**src/rtl/mul_reservation_station.sv**
```systemverilog
// Reservation station feeding the pipelined 32x32 multiplier.
// Holds dispatched multiplies until both operands are ready, snoops the CDB
// for pending tags, and issues at most one ready entry per cycle.
module mul_reservation_station #(
  parameter int DEPTH  = 4,
  parameter int TAG_W  = 5,
  parameter int DATA_W = 32
) (
  input  logic              clk,
  input  logic              reset,
  input  logic              flush,
  input  logic              disp_valid,
  input  logic [DATA_W-1:0] disp_vj,
  input  logic [TAG_W-1:0]  disp_qj,
  input  logic              disp_rj,
  input  logic [DATA_W-1:0] disp_vk,
  input  logic [TAG_W-1:0]  disp_qk,
  input  logic              disp_rk,
  input  logic [TAG_W-1:0]  disp_dst_tag,
  input  logic [4:0]        disp_dst,
  input  logic              disp_wr_en,
  input  logic              cdb_valid,
  input  logic [TAG_W-1:0]  cdb_tag,
  input  logic [DATA_W-1:0] cdb_data,
  output logic              full,
  output logic [DATA_W-1:0] mul_A,
  output logic [DATA_W-1:0] mul_B,
  output logic [TAG_W-1:0]  mul_dst_tag,
  output logic [4:0]        mul_dst,
  output logic              mul_wr_en,
  output logic              issue_valid
);

  logic [DEPTH-1:0]  r_busy;
  logic [DEPTH-1:0]  r_rj;
  logic [DEPTH-1:0]  r_rk;
  logic [DEPTH-1:0]  r_wr_en;
  logic [DATA_W-1:0] r_vj     [DEPTH];
  logic [DATA_W-1:0] r_vk     [DEPTH];
  logic [TAG_W-1:0]  r_qj     [DEPTH];
  logic [TAG_W-1:0]  r_qk     [DEPTH];
  logic [TAG_W-1:0]  r_dst_tag[DEPTH];
  logic [4:0]        r_dst    [DEPTH];

  logic              r_iss_valid;
  logic [DATA_W-1:0] r_mul_A;
  logic [DATA_W-1:0] r_mul_B;
  logic [TAG_W-1:0]  r_mul_tag;
  logic [4:0]        r_mul_dst;
  logic              r_mul_we;

  logic              w_full;
  logic              w_disp_go;
  logic [DEPTH-1:0]  w_alloc_oh;
  logic [DEPTH-1:0]  w_iss_oh;
  logic              w_alloc_found;
  logic              w_iss_found;
  logic [DATA_W-1:0] w_iss_A;
  logic [DATA_W-1:0] w_iss_B;
  logic [TAG_W-1:0]  w_iss_tag;
  logic [4:0]        w_iss_dst;
  logic              w_iss_we;
  logic              w_byp_j;
  logic              w_byp_k;

  assign w_full    = &r_busy;
  assign w_disp_go = disp_valid & ~w_full;
  // Same-cycle CDB bypass for an operand arriving with dispatch.
  assign w_byp_j   = cdb_valid & ~disp_rj & (disp_qj == cdb_tag);
  assign w_byp_k   = cdb_valid & ~disp_rk & (disp_qk == cdb_tag);

  // Priority pick: lowest free entry for allocation, lowest ready entry for issue,
  // both one-hot; the issue mux ORs the selected entry's fields together.
  always_comb begin
    w_alloc_oh    = '0;
    w_iss_oh      = '0;
    w_alloc_found = 1'b0;
    w_iss_found   = 1'b0;
    w_iss_A       = '0;
    w_iss_B       = '0;
    w_iss_tag     = '0;
    w_iss_dst     = '0;
    w_iss_we      = 1'b0;
    for (int unsigned i = 0; i < DEPTH; i++) begin
      if (!r_busy[i] && !w_alloc_found) begin
        w_alloc_oh[i] = 1'b1;
        w_alloc_found = 1'b1;
      end
      if (r_busy[i] && r_rj[i] && r_rk[i] && !w_iss_found) begin
        w_iss_oh[i] = 1'b1;
        w_iss_found = 1'b1;
      end
    end
    for (int unsigned i = 0; i < DEPTH; i++) begin
      w_iss_A   = w_iss_A   | ({DATA_W{w_iss_oh[i]}} & r_vj[i]);
      w_iss_B   = w_iss_B   | ({DATA_W{w_iss_oh[i]}} & r_vk[i]);
      w_iss_tag = w_iss_tag | ({TAG_W{w_iss_oh[i]}}  & r_dst_tag[i]);
      w_iss_dst = w_iss_dst | ({5{w_iss_oh[i]}}      & r_dst[i]);
      w_iss_we  = w_iss_we  | (w_iss_oh[i] & r_wr_en[i]);
    end
  end

  // Entry state: issue frees, dispatch allocates (with bypass), busy entries capture CDB.
  always_ff @(posedge clk or negedge reset) begin
    if (!reset) begin
      r_busy  <= '0;
      r_rj    <= '0;
      r_rk    <= '0;
      r_wr_en <= '0;
      for (int unsigned i = 0; i < DEPTH; i++) begin
        r_vj[i]      <= '0;
        r_vk[i]      <= '0;
        r_qj[i]      <= '0;
        r_qk[i]      <= '0;
        r_dst_tag[i] <= '0;
        r_dst[i]     <= '0;
      end
    end else if (flush) begin
      r_busy <= '0;
    end else begin
      for (int unsigned i = 0; i < DEPTH; i++) begin
        if (w_iss_oh[i]) begin
          r_busy[i] <= 1'b0;
        end else if (w_disp_go && w_alloc_oh[i]) begin
          r_busy[i]    <= 1'b1;
          r_rj[i]      <= disp_rj | w_byp_j;
          r_rk[i]      <= disp_rk | w_byp_k;
          r_vj[i]      <= w_byp_j ? cdb_data : disp_vj;
          r_vk[i]      <= w_byp_k ? cdb_data : disp_vk;
          r_qj[i]      <= disp_qj;
          r_qk[i]      <= disp_qk;
          r_dst_tag[i] <= disp_dst_tag;
          r_dst[i]     <= disp_dst;
          r_wr_en[i]   <= disp_wr_en;
        end else if (r_busy[i] && cdb_valid) begin
          if (!r_rj[i] && (r_qj[i] == cdb_tag)) begin
            r_vj[i] <= cdb_data;
            r_rj[i] <= 1'b1;
          end
          if (!r_rk[i] && (r_qk[i] == cdb_tag)) begin
            r_vk[i] <= cdb_data;
            r_rk[i] <= 1'b1;
          end
        end
      end
    end
  end

  // Issue register: loads the selected entry, or a zero bubble when nothing is ready.
  always_ff @(posedge clk or negedge reset) begin
    if (!reset) begin
      r_iss_valid <= 1'b0;
      r_mul_A     <= '0;
      r_mul_B     <= '0;
      r_mul_tag   <= '0;
      r_mul_dst   <= '0;
      r_mul_we    <= 1'b0;
    end else if (flush) begin
      r_iss_valid <= 1'b0;
      r_mul_A     <= '0;
      r_mul_B     <= '0;
      r_mul_tag   <= '0;
      r_mul_dst   <= '0;
      r_mul_we    <= 1'b0;
    end else begin
      r_iss_valid <= w_iss_found;
      r_mul_A     <= w_iss_A;
      r_mul_B     <= w_iss_B;
      r_mul_tag   <= w_iss_tag;
      r_mul_dst   <= w_iss_dst;
      r_mul_we    <= w_iss_we;
    end
  end

  assign full        = w_full;
  assign issue_valid = r_iss_valid;
  assign mul_A       = r_mul_A;
  assign mul_B       = r_mul_B;
  assign mul_dst_tag = r_mul_tag;
  assign mul_dst     = r_mul_dst;
  assign mul_wr_en   = r_mul_we;

endmodule

```
**config.mk**
```make
export PLATFORM = sky130hd
export DESIGN_NAME = mul_reservation_station
export DESIGN_NICKNAME = d
export VERILOG_FILES = /design/src/rtl/mul_reservation_station.sv
export SDC_FILE = /design/constraint.sdc
export NUM_CORES = 1
export LEC_CHECK = 0
export ABC_AREA = 1
export CORE_MARGIN = 1.5
export CORE_UTILIZATION = 40
export DETAILED_ROUTE_END_ITERATION = 6
export PLACE_DENSITY = 0.7
export SYNTH_ARGS = -nofsm -noshare
export SYNTH_HDL_FRONTEND = slang
export SYNTH_SLANG_ARGS = --single-unit
```
**constraint.sdc**
```tcl
create_clock -name clk -period 2.8 [get_ports clk]
set_input_delay 0.28 -clock clk [delete_from_list [all_inputs] [get_ports clk]]
set_output_delay 0.28 -clock clk [all_outputs]
set_load 0.02 [all_outputs]
```
-- Word-level counts from Yosys, hierarchy flattened
Cells that the tools add are included.
- bits in registers: 428
- input bits: 129
- output and inout port bits: 77
- equal/unequal tests: 10
- multiplexer cells: 78
- bitwise operators: 50
- reduce and logical (&&, ||, !) cells: 75
- operators by type and width (operator ; number):
    $mux 32 ; 28
    $and 32x32->32 ; 8
    $or 32x32->32 ; 6
    $eq 5x5->1 ; 10
    $mux 1 ; 47
    $and 5x5->5 ; 8
    $reduce_and 4->1 ; 9
    $logic_and 1x1->1 ; 30
    $or 5x5->5 ; 6
    $reduce_bool 2->1 ; 12
    $logic_not 1->1 ; 16
    $reduce_and 3->1 ; 4
    $reduce_bool 3->1 ; 4
    $mux 5 ; 2
    $and 1x1->1 ; 9
    $not 1->1 ; 8
    $or 1x1->1 ; 5
    $mux 4 ; 1

-- Depth between registers and ports, before layout
Gate-level depths: netlist of the first run.
- depth after elaboration: 15
- gate-level depth with buffers: 13
- depth with buffers taken out: 10

-- Least setup slack after synthesis of the first run
No wires, ideal clock.
- path kind: reg2reg
- from: reg r_busy[0]
- to: reg r_vk[127] (netlist name)
- library setup time: 0.077 ns
- arrival time: 1.461 ns
- setup slack: 1.261 ns
- stages on the path, launching flop included: 10
- path buffers: 2
- period minus slack after synthesis: 1.539 ns
- path through: dfrtp_1 -> nand3_1 -> nand2_1 -> inv_1 -> nand2_1 -> nor2_2 -> buf_2 -> buf_2 -> a21oi_1 -> a21oi_1
- cells in the longest elaborated chain, start to end: 6
- ends and longest elaborated chain (element ; RTL line ; text):
    start, declared ; 34 ; logic [DEPTH-1:0] r_busy;
    start signal, assigned ; 106 ; r_busy <= '0;
    start signal, assigned ; 119 ; r_busy <= '0;
    start signal, assigned by index ; 123 ; r_busy[i] <= 1'b0;
    $reduce_and 4->1 ; 66 ; assign w_full = &r_busy;
    $not 1->1 ; 67 ; assign w_disp_go = disp_valid & ~w_full;
    $and 1x1->1 ; 67 ;
    $logic_and 1x1->1 ; 124 ; end else if (w_disp_go && w_alloc_oh[i]) begin
    $reduce_bool 2->1 (no source line) ; - ;
    $reduce_and 4->1 (no source line) ; - ;
    end signal, assigned by index ; 129 ; r_vk[i] <= w_byp_k ? cdb_data : disp_vk;
    end signal, assigned by index ; 141 ; r_vk[i] <= cdb_data;
    end, declared ; 39 ; logic [DATA_W-1:0] r_vk [DEPTH];
Several ways; a longest one is shown, not always the timed one.
A chain may end at the register's enable or synchronous reset.

-- Final worst setup path of the first run
- from: reg r_busy[0]
- to: out full
- cells in the longest elaborated chain, start to end: 1
- ends and longest elaborated chain (element ; RTL line ; text):
    $reduce_and 4->1 ; 66 ;
    end, declared ; 25 ; output logic full,
Every way passes these cells.

==> impl_metrics.ini, run 1 <==
[floorplan]
die-area_um2 = 58800
start_util_pct = 40.6
die_w_um = 242
num_rows = 87
io_pins = 206
core_um2 = 56500
die_height_um = 242

[global_routing]
grt_max_degree = 96
antenna_found_initial = 6
grt_pass1_wl_mm = 130
grt_use_total_pct = 28.6
use_met3_pct = 6.31
grt_pass1_vias = 22264
grtUsageMet2_pct = 44.6
grt-busiest-layer = met2
met1_usage_pct = 37.9
globalRouteOverflowTotal = 0

[clocking]
cts_buffer_depth = 3
clk_pin_slew_ns = 0.06
root_buffer = clkbuf_16
numCtsBuffers = 48
clk_latency_ns = 0.61
cts_tree = done
cts_sinks = 428
cts_resized = 0
cts_max_level = 2

[logic_synthesis]
ys_ff_latch = 428
netlist_area_um2 = 22900
syn_area_per_cell_um2 = 7.07
synth_top_area_cell = dfrtp_1
seq_area_frac_synth_pct = 46.7
synthDistinctLibCells = 26
synth_top_area_share_pct = 46.7
synthCells = 3246
synth_area_leaders = dfrtp_1, nand2_1, nand3_1
synth_warnings = 0
syn_nets = 3375

[sta]
period_share_pct = 90.0
finalSetupTns_ns = 0
drv_slew = 0
slew_headroom_pct = 39.6
hold_viol_final = 0
rsz0062_at_grt = no
setup_ws_ns = 0.279
fmax_ghz = 0.397
setup_viol = 0
max_slew.worst_pin.slew_ns = 0.906
period_minus_slack_ns = 2.52
fin_worst_skew_ns = 0.0300

[finish]
synthToLayoutAreaGrowth_pct = 20.7
nFillCells = 5588
final_cells = 4184
drive_gt1_share_pct = 5.95
nNetsFinal = 3521

[route]
avgViaCountPerCell = 5.51
antenna_left = 0
wl_per_cell_um = 20.3
dr.pass1.iters = 7
drc = 0
initialDrtViolationCount = 2826
num_vias = 23071
drt-total-wl_mm = 85.1

[critical_path]
startpoint_type = flip-flop
cp_max_fo = 5
critical_path_class = flip-flop to output port
end_kind = output port
critical_path_required_ns = 2.52
crit_arrival_ns = 2.24

[status]
status = completed

[power_and_ir_drop]
power_mw = 18.3
powerDensity_nw_per_um2 = 661
vdd_drop_max_mv = 0.451
leakagePower_nw = 13.7

[place]
routabilityCongestion = 0.917
preCtsSetupSlack_ns = 0.249
dp_hpwl_mm = 53.3
port_buffers = 205
dpl.cell_count = 4097

[job]
max_cap_viol_count = 0

[worst_hold_path]
worstHoldPathType = input port to flip-flop
synthesized netlist by cell type:
| cell type | instances |
|---|---|
| o22ai_1 | 82 |
| nand2_2 | 3 |
| nand3_2 | 2 |
| nand4_1 | 65 |
| nand3_4 | 1 |
| a22oi_1 | 4 |
| a21oi_1 | 342 |
| o21bai_1 | 1 |
| nand2_1 | 875 |
| o21ai_1 | 4 |
| nor2_2 | 9 |
| buf_1 | 7 |
| nand3_1 | 347 |
| buf_4 | 9 |
| dfrtp_1 | 428 |
| nor3_2 | 1 |
| clkbuf_1 | 59 |
| inv_2 | 8 |
| xor2_1 | 2 |
| clkinv_1 | 2 |
| nor3_1 | 1 |
| o21ai_0 | 94 |
| inv_1 | 424 |
| nor2_1 | 347 |
| buf_2 | 125 |
| a21oi_2 | 4 |
per-layer routing:
metal	part of all wire [%]	up-vias
met1	39	10706
met5	0.027	-
met4	4.6	4
met2	45	1456
met3	11	278
li1	-	10627
final cells by class:
class | instances | area (um^2) | area share [%]
antenna | 2 | 5.00 | 0.0181
clock buffer | 72 | 1420 | 5.14
clock inverter | 12 | 143 | 0.515
inverter | 434 | 1630 | 5.88
multi-input combinational | 2184 | 9770 | 35.3
sequential | 428 | 10700 | 38.7
tap | 756 | 946 | 3.42
timing repair buffer | 296 | 3070 | 11.1
sequential cells by signal (all words and copies together), names as in the netlist, 20 cells and up:
name,count
r_vj,128
r_dst,20
r_qk,20
r_dst_tag,20
mul_B,32
mul_A,32
r_vk,128
r_qj,20
where the power goes:
group	switching [mW]	internal (mW)	total (mW)
clock network	2.66	3.76	6.42
registers	0.637	7.37	8.00
logic	2.47	1.40	3.87
final timing paths:
kind                                  startpoint                       end  slack (ns)  cells after the start
setup reg to reg           r_busy[0]$_DFFE_PN0P_     r_vk[111]$_DFFE_PN0P_        0.37                      9
hold reg to reg             r_vj[23]$_DFFE_PN0P_      r_vj[23]$_DFFE_PN0P_        0.48                      2
min in group asynchronous                  reset      r_vk[96]$_DFFE_PN0P_        0.20                      2
hold / removal                             flush  mul_dst_tag[0]$_DFF_PN0_        0.15                      2
setup / recovery           r_busy[0]$_DFFE_PN0P_                      full        0.28                      5
max in group asynchronous                  reset      r_vk[71]$_DFFE_PN0P_        1.48                      3
cell usage in the layout (no fill, tap or decap), drive strengths merged:
cell	instances
nand2	878
inv	435
dfrtp	428
nor2	356
nand3	350
a21oi	346
clkdlybuf4s50	203
o21ai	98
buf	92
o22ai	82
clkbuf	72
nand4	65
clkinv	8
a22oi	4
bufinv	3
diode	2
xor2	2
nor3	2
o21bai	1
dlygate4sd3	1
stage by stage:
step | util, % | cell area (um^2) | hold slack (ns)
final | 49.0 | 27700 | 0.146
after detailed placement | 46.2 | 26100 | 0.232
after CTS | 49.0 | 27700 | 0.123
after floorplan | - | 22900 | -0.0156
after global routing | 49.0 | 27700 | 0.158
after global placement | 46.2 | 26100 | 0.226
critical path, stage by stage, from the launching register on:
cell,delay [ns]
dfrtp_1,0.51
nand2_1,0.17
nor2_2,0.18
nand2_1,0.07
inv_1,0.09
clkdlybuf4s50_1,0.61
cells by family (layout without fill, tap and decap cells):
logic type | after synthesis | in the layout | synth area share, %
AND/OR/NAND/NOR | 1651 | 1651 | 29.9
buffers and inverters | 634 | 814 | 11.2
AO/OA/AOI/OAI | 531 | 531 | 12.2
flip-flops | 428 | 428 | 46.7
XOR/XNOR | 2 | 2 | 0.0764
other | 0 | 2 | 0
timing repair:
action                                  in CTS  in global routing
hold buffers                                 1                  0
endpoints found under the hold margin       46                  0
setup buffers                                0                  0
endpoints found under the setup margin       0                  0
(Power assumes the default switching activity.)
==> run 2: changes to the inputs <==
--- a/config.mk
+++ b/config.mk
@@ -9,7 +9,7 @@
 export CORE_MARGIN = 1.5
 export CORE_UTILIZATION = 40
 export DETAILED_ROUTE_END_ITERATION = 6
-export PLACE_DENSITY = 0.7
+export SKIP_CTS_REPAIR_TIMING = 1
 export SYNTH_ARGS = -nofsm -noshare
 export SYNTH_HDL_FRONTEND = slang
 export SYNTH_SLANG_ARGS = --single-unit
==> constraint.sdc (replaced) <==
create_clock -name clk -period 2.1 [get_ports clk]
set_input_delay 0.21 -clock clk [delete_from_list [all_inputs] [get_ports clk]]
set_output_delay 0.21 -clock clk [all_outputs]
set_load 0.02 [all_outputs]
==> run 2 against run 1 <==
  * The flow now finishes with violations (design-rule violations)
  * Sequential share of layout area down 1.8 points
  * Worst hold slack worse by 0.14 ns
  * Via count up 3.3%
  * Sequential power up 34%
  * Utilization up 2.3 points
  * Critical path depth up 3
  * Clock power up 49%
  * Design area up 4.8%
  * Power up 41%
  * First-iteration DRC count up 3.1%
  * Non-clock buffer count up 79
  * Worst setup slack worse by 0.18 ns
  * Highest routed layer unchanged
==> impl_metrics.ini, run 2 (synthesized netlist as in run 1, its figures left out) <==
[critical_path]
reg2regPathDepth = 8
r2r-end = mul_A[2]$_DFF_PN0_
cp_cell_sequence = inv_1 -> nor3_2 -> buf_4 -> nand3_4 -> buf_12 -> nor2_1 -> nor2_1 -> a21oi_1
critPathTopFamily = simple AND/OR/NAND/NOR gates
critPathMaxStageDelay_ns = 0.42
critical_path_required_ns = 2.53
cp.buffers_inverters = 3
cp_slowest_cell = a21oi_1
startpoint_type = flip-flop
rr_startpoint = r_busy[2]$_DFFE_PN0P_
critical_path_class = flip-flop to flip-flop
cpMostUsedCell = nor2_1
crit_arrival_ns = 2.44
ff2ff_setup_slack_ns = 0.09
end_kind = flip-flop
cp_max_fo = 8

[sta]
slew_headroom_pct = 38.7
fin_worst_skew_ns = 0.0169
period_share_pct = 95.5
fmax_ghz = 0.499
drv_slew = 0
hold_viol_final = 0
max_slew.worst_pin.slew_ns = 0.920
rsz0062_at_grt = no
period_minus_slack_ns = 2.01
finalSetupTns_ns = 0
setup_viol = 0
setup_ws_ns = 0.0941

[route]
wl_per_cell_um = 21.8
initialDrtViolationCount = 2913
dr_wl_met3_mm = 9.25
antenna_left = 0
num_vias = 23829
dr.max_layer_used = met5
drt-total-wl_mm = 92.9
met2_length_mm = 41.9
drc = 5
wl_met1_mm = 37.6
avgViaCountPerCell = 5.59
dr.pass1.iters = 7

[floorplan]
core_um2 = 56500
die_height_um = 242
die-area_um2 = 58800
start_util_pct = 40.6
io_pins = 206
num_rows = 87
die_w_um = 242

[clocking]
root_buffer = clkbuf_16
cts_sinks = 428
cts_tree = done
clk_pin_slew_ns = 0.07
cts_buffer_depth = 3
numCtsBuffers = 48
cts_max_level = 2
clk_latency_ns = 0.60

[power_and_ir_drop]
sw_frac_of_total_pct = 31.0
power_mw = 25.7
powerDensity_nw_per_um2 = 887
power_frac_seq_pct = 41.5
vdd_drop_max_mv = 0.537
intPower_mw = 17.8
clockPowerShare_pct = 37.2
p_switching_mw = 7.98
leakagePower_nw = 14.4
combPwrFrac_pct = 21.3

[place]
port_buffers = 205
dp_hpwl_mm = 58.7
dpl.cell_count = 4172
preCtsSetupSlack_ns = -0.226
routabilityCongestion = 0.926

[global_routing]
grt_use_total_pct = 31.2
globalRouteOverflowTotal = 0
grt_pass1_wl_mm = 141
grt_max_degree = 75
grt_pass1_vias = 23595
antenna_found_initial = 5

[finish]
nFillCells = 5478
synthToLayoutAreaGrowth_pct = 26.5
mostFrequentLayoutCells = nand2_1, dfrtp_1, inv_1, nor2_1, nand3_1
final_common_cell = nand2_1
utilization_pct = 51.4
nNetsFinal = 3600
drive_gt1_share_pct = 8.49
final_cells = 4266
top_regs = r_vj x128, r_vk x128

[worst_hold_path]
worstHoldPathType = input port to flip-flop
worstHoldStart = flush
min_path_cells = 4
holdPathEnd = r_busy[1]$_DFFE_PN0P_

[status]
failed_checks = design-rule violations
status = finished with violations

[job]
max_cap_viol_count = 0
run 2: tightest hold or removal path, delay by kind of cell:
family,cells,cell delay [ns]
AO/OA/AOI/OAI,1,0.05
buffers and inverters,2,0.22
AND/OR/NAND/NOR,1,0.08
run 2: layer usage:
| layer | global-route usage [%] | vias to the layer above |
|---|---|---|
| met5 | 0 | - |
| li1 | - | 10806 |
| met1 | 41.4 | 11359 |
| met2 | 49.2 | 1375 |
| met4 | 13.6 | 6 |
| met3 | 6.34 | 283 |
run 2: through the flow:
stage	hold WS [ns]	area, um^2
finish	0.00918	29000
global route	0.0183	29000
CTS	-0.470	28900
detailed placement	0.153	27100
global placement	0.152	27100
floorplan	-0.0856	22900
run 2: power by group through the flow:
stage | Sequential, mW | Clock, mW | Combinational, mW
3_3_place_gp | 10.7 | 0 | 5.28
6_report | 10.7 | 9.56 | 5.49
4_1_cts | 10.6 | 9.65 | 5.42
2_1_floorplan | 10.7 | 0 | 3.09
3_5_place_dp | 10.8 | 0 | 5.39
5_1_grt | 10.8 | 9.99 | 6.07
run 2: worst max path at each step:
stage	start	end	slack [ns]	depth (start not counted)
floorplan	r_busy[0]$_DFFE_PN0P_	r_vk[127]$_DFFE_PN0P_	0.56	9
global placement	cdb_tag[0]	r_vj[50]$_DFFE_PN0P_	-0.25	12
detailed placement	cdb_tag[0]	r_vj[88]$_DFFE_PN0P_	-0.23	11
CTS	r_busy[0]$_DFFE_PN0P_	full	-0.36	5
global route	r_busy[2]$_DFFE_PN0P_	r_dst[7]$_DFFE_PN0P_	0.007	10
finish	r_busy[2]$_DFFE_PN0P_	mul_A[2]$_DFF_PN0_	0.09	8
run 2: layout make-up:
type                            count  area (um^2)  area share, %
Antenna cell                        2         5.00         0.0172
Timing Repair Buffer              375         4170           14.4
Clock inverter                     17          314           1.08
Sequential cell                   428        10700           36.9
Clock buffer                       70         1460           5.02
Tap cell                          756          946           3.26
Multi-Input combinational cell   2184         9780           33.7
Inverter                          434         1630           5.62
